--- config.mk ---
export PLATFORM = sky130hd
export DESIGN_NAME = ahb_apb_bridge_ctrl
export DESIGN_NICKNAME = d
export VERILOG_FILES = /design/src/rtl/ahb_apb_bridge_ctrl.sv
export SDC_FILE = /design/constraint.sdc
export NUM_CORES = 1
export LEC_CHECK = 0
export BUFFER_PORTS_ARGS = -buffer_cell sky130_fd_sc_hd__buf_2
export CAP_MARGIN = 20
export CORE_MARGIN = 8
export CORE_UTILIZATION = 30
export CTS_CLUSTER_DIAMETER = 100
export DETAILED_ROUTE_END_ITERATION = 8
export HOLD_SLACK_MARGIN = 0.06
export PLACE_DENSITY = 0.56
export SETUP_SLACK_MARGIN = 0.3
export SYNTH_ARGS = -nofsm -noshare
export SYNTH_HDL_FRONTEND = slang
export SYNTH_SLANG_ARGS = --single-unit
--- constraint.sdc ---
create_clock -name HCLK -period 2.3 [get_ports HCLK]
set_clock_uncertainty 0.1 [all_clocks]
set_input_delay 0 -clock HCLK [delete_from_list [all_inputs] [get_ports HCLK]]
set_output_delay 0 -clock HCLK [all_outputs]
set_load 0.005 [all_outputs]
--- src/rtl/ahb_apb_bridge_ctrl.sv ---
// AHB-Lite slave to APB master bridge controller: one AHB transfer at a time
// is turned into an APB SETUP/ACCESS pair, with a two-cycle AHB error response.
module ahb_apb_bridge_ctrl #(
   parameter int ADDR_WIDTH = 16
) (
   input  logic                  HCLK,
   input  logic                  HRESETn,
   input  logic                  HSEL,
   input  logic [ADDR_WIDTH-1:0] HADDR,
   input  logic [1:0]            HTRANS,
   input  logic [2:0]            HSIZE,
   input  logic                  HWRITE,
   input  logic [31:0]           HWDATA,
   input  logic                  HREADY,
   output logic                  HREADYOUT,
   output logic                  HRESP,
   output logic [31:0]           HRDATA,
   output logic [ADDR_WIDTH-1:0] PADDR,
   output logic                  PSEL,
   output logic                  PENABLE,
   output logic                  PWRITE,
   output logic [31:0]           PWDATA,
   output logic [3:0]            PSTRB,
   input  logic [31:0]           PRDATA,
   input  logic                  PREADY,
   input  logic                  PSLVERR
);

   localparam logic [2:0] ST_IDLE   = 3'd0;
   localparam logic [2:0] ST_WDATA  = 3'd1;
   localparam logic [2:0] ST_SETUP  = 3'd2;
   localparam logic [2:0] ST_ACCESS = 3'd3;
   localparam logic [2:0] ST_ERR1   = 3'd4;
   localparam logic [2:0] ST_ERR2   = 3'd5;

   logic [2:0] state;
   logic [2:0] state_nxt;
   logic       accept;

   function automatic logic [3:0] write_strobe(input logic [2:0] size,
                                               input logic [1:0] offset);
      logic [3:0] strb;
      case (size)
         3'd0:    strb = 4'b0001 << offset;
         3'd1:    strb = offset[1] ? 4'b1100 : 4'b0011;
         default: strb = 4'b1111;
      endcase
      return strb;
   endfunction

   // New transfers are only taken while the bridge is showing HREADYOUT=1
   assign accept = HSEL && HREADY && (HTRANS == 2'b10 || HTRANS == 2'b11) &&
                   (state == ST_IDLE || state == ST_ERR2);

   always_comb begin
      state_nxt = state;
      case (state)
         ST_IDLE, ST_ERR2: begin
            if (accept)
               state_nxt = HWRITE ? ST_WDATA : ST_SETUP;
            else
               state_nxt = ST_IDLE;
         end
         ST_WDATA:  state_nxt = ST_SETUP;
         ST_SETUP:  state_nxt = ST_ACCESS;
         ST_ACCESS: begin
            if (PREADY)
               state_nxt = PSLVERR ? ST_ERR1 : ST_IDLE;
         end
         ST_ERR1:   state_nxt = ST_ERR2;
         default:   state_nxt = ST_IDLE;
      endcase
   end

   // Handshake outputs are decoded from the next state so they are registered
   // yet still line up with the state they describe.
   always_ff @(posedge HCLK or negedge HRESETn) begin
      if (!HRESETn) begin
         state     <= ST_IDLE;
         HREADYOUT <= 1'b1;
         HRESP     <= 1'b0;
         PSEL      <= 1'b0;
         PENABLE   <= 1'b0;
      end else begin
         state     <= state_nxt;
         HREADYOUT <= (state_nxt == ST_IDLE) || (state_nxt == ST_ERR2);
         HRESP     <= (state_nxt == ST_ERR1) || (state_nxt == ST_ERR2);
         PSEL      <= (state_nxt == ST_SETUP) || (state_nxt == ST_ACCESS);
         PENABLE   <= (state_nxt == ST_ACCESS);
      end
   end

   // Address, direction and strobes change only on acceptance, so they stay
   // stable for the whole APB transfer.
   always_ff @(posedge HCLK or negedge HRESETn) begin
      if (!HRESETn) begin
         PADDR  <= '0;
         PWRITE <= 1'b0;
         PSTRB  <= 4'b0000;
         PWDATA <= 32'h0;
         HRDATA <= 32'h0;
      end else begin
         if (accept) begin
            PADDR  <= {HADDR[ADDR_WIDTH-1:2], 2'b00};
            PWRITE <= HWRITE;
            PSTRB  <= HWRITE ? write_strobe(HSIZE, HADDR[1:0]) : 4'b0000;
         end
         if (state == ST_WDATA)
            PWDATA <= HWDATA;
         if (state == ST_ACCESS && PREADY && !PSLVERR && !PWRITE)
            HRDATA <= PRDATA;
      end
   end

endmodule

==> impl_results.md <==
* Outcome: complete, no violations
* Die area at 15800 um^2
* Post-synthesis cell type count at 25
* Critical Path Max Stage Delay at 0.73 ns
* Clk slew on worst S/H paths at 0.06 ns
* Post-CTS setup buffers at 0
* Die Wd at 126 um
* Diodes inserted at 0
* Share of layout cells above drive strength 1 at around three fifths
* Core area at 11900 um^2
* Crit path kind: flip-flop to flip-flop
* Vias in the first global route at 3098
* Root Driver: clkbuf_16
* Req. time, crit path at 2.42 ns
* Primary FF master, synth: dfrtp_1
* All-Layer GR Usage at 12.8%
* Post-Syn Area at 3610 um^2
* Clock sinks at 90
* Worst-path maximum fanout at 32
* Final WL at 9780 um
* DR pass1 iterations at 4
* First-pass GRT wire length at 16100 um
* Worst rel slew slack at 59.3%
* DRC Markers at 0
* Final period util at between 80 and 90%
* Sequential element share of the synthesized area at a little over three fifths
* Crit-path slowest cell: or4_4
* Row count at 40
* Crit path buf inv count at 0
* Via Count at 2714
* Post-Route Setup TNS at 0 ns
* CTS tree: built
* GRT overflow at 0
* Pwr Total at 6630 uW
* Slew Limit Fails at 0
* CTS Buffer Depth at 2
* Max H-tree Level at 3
* Commonest cells post-synth: dfrtp_1, mux2_2, mux2_4
* Final setup viols at 0
* Yosys top cell area share at 61.7%
* Leak at 0.00290 uW
* Worst Setup SP: state[1]
* Antenna Nets Post-Route at 0
* Fmax at around 500 MHz
* Max IR drop VDD at 0.490 mV
* Cell family with most CP delay: simple AND/OR/NAND/NOR gates
* Grt met1 use at 14.4%
* Most Crowded Layer GR: met2
* HPWL after DPL at 6620 um
* Register bit total from synthesis at 90
* Actual slew at the worst max-slew pin at 0.611 ns
* CTS Buf Count at 9
* Synth async-reset ratio at 100%
* Crit path arrival time at around 2.1 ns
* CP startpoint kind: flip-flop
* Worst-Skew Late Latency at 0.34 ns
* Initial Utilization at 30.4%
* GR Util met2 at a little over a fifth
* Die Ht at 126 um
* Gate Count Post-Synth at approximately 210
* Drt wl/cell at 15.4 um
* Buffers on Ports at ~180
* Pwr dens at ~1100 nW/um^2
* Max-Cap Viols at 0
* Setup crit end kind: flip-flop
* Leading area contributor after synthesis: dfrtp_1
* Reg2reg start: state[1]
* Syn Area/Cell at roughly 17 um^2
* Synth warnings at 0
* CP Cell Sequence: nand3_2 -> or4_4 -> mux2_4
* Fillers at between 1000 and 1500
* Tmin final at approximately 2 ns
* Layout area overhead at 60.2%
* Final hold violation count at 0
* Post-synth EDFFs at 0
* Area contributors post-synth: dfrtp_1, mux2_2, mux2_4, buf_12, dfstp_2
* Met3 usage at 5.06%
* Via density per instance at 4.28
* Type of the most critical hold path: primary input to async pin
* Placer congestion estimate at 0.708
* I/O pin count at 181
* Drt initial violations at 65
* Nets at 576
* RSZ-0062 raised after global routing: true
* Top-count cell post-synth: dfrtp_1
* Antenna violations before repair at 0
* Largest net degree at the start of global routing at 51
[timing repair]
action,4_1_cts,5_1_grt
gates resized for setup,0,1
endpoints found under the setup margin,1,41
hold buffers,90,0
hold endpoints to repair,179,0
pin swaps,1,0
[area by class of cell]
type                       count  area (um^2)  share of cell area [%]
clock buffer                  10          239                    4.13
multi-input combinational    113         1250                    21.6
clock inverter                 4         20.0                   0.346
timing repair buffer         270         1840                    31.7
sequential                    90         2250                    38.9
tap                          147          184                    3.18
[flip-flops by register name, summed over array words and instances (netlist names)]
register   flops
PENABLE        1
PSEL           1
PSTRB          4
HREADYOUT      1
state          3
PWRITE         1
HRESP          1
PADDR         14
PWDATA        32
HRDATA        32
[metrics by stage]
stage	instances	utilization (%)	cell area (um^2)	hold WS [ns]	worst slack (ns)
finish	634	48.8	5790	0.0908	0.306
global route	634	48.8	5790	0.141	0.235
CTS	634	48.7	5780	0.0648	0.315
detailed placement	530	39.0	4620	-0.0851	0.321
global placement	530	39.0	4620	-0.0796	0.339
floorplan	215	-	3610	-0.396	0.499
[placed cells by master, fill, tap and decap left out, drive strengths merged]
| cell | n |
|---|---|
| dlygate4sd3 | 90 |
| mux2 | 83 |
| conb | 2 |
| buf | 180 |
| nand2 | 1 |
| a221o | 1 |
| nand2b | 2 |
| xor2 | 1 |
| a22o | 2 |
| or2 | 1 |
| a21o | 2 |
| nand4b | 1 |
| dfstp | 1 |
| clkbuf | 10 |
| nor3b | 1 |
| clkinv | 4 |
| nor2 | 5 |
| dfrtp | 89 |
| o21ai | 5 |
| nand3 | 1 |
| or4 | 1 |
| nor3 | 1 |
| nor2b | 1 |
| a21oi | 2 |
[per-layer routing]
layer | share of wire [%] | vias up | wire length (um)
met5 | 0 | - | 0
met4 | 1.6 | 0 | 161
met3 | 7.8 | 12 | 759
met2 | 50 | 97 | 4910
met1 | 40 | 1317 | 3950
li1 | - | 1288 | -
[path summary, 6_finish.rpt]
check,end,slack (ns),cells past startpoint
setup / recovery,HRDATA[19],0.31,3
hold / removal,PWDATA[11],0.09,2
setup reg to reg,HRDATA[19],0.31,3
hold reg to reg,PWDATA[1],0.40,1
max in group asynchronous,HREADYOUT,1.30,3
min in group HCLK,state[1],0.12,4
[cells by family after synthesis]
kind of cell	Yosys count	synth area share (%)
xor gates and xnor gates	1	0.243
muxes	83	29.0
and+or+nand+nor	15	2.63
buffers and inverters	12	3.40
DFF	90	62.4
other	1	0.104
AOI/OAI and AO/OA	12	2.22
[power breakdown]
group	switching [uW]	total, uW	internal, uW
Sequential	419	2800	2380
Combinational	923	2520	1600
Clock	569	1310	741
Power figures use the tool's default switching activity.
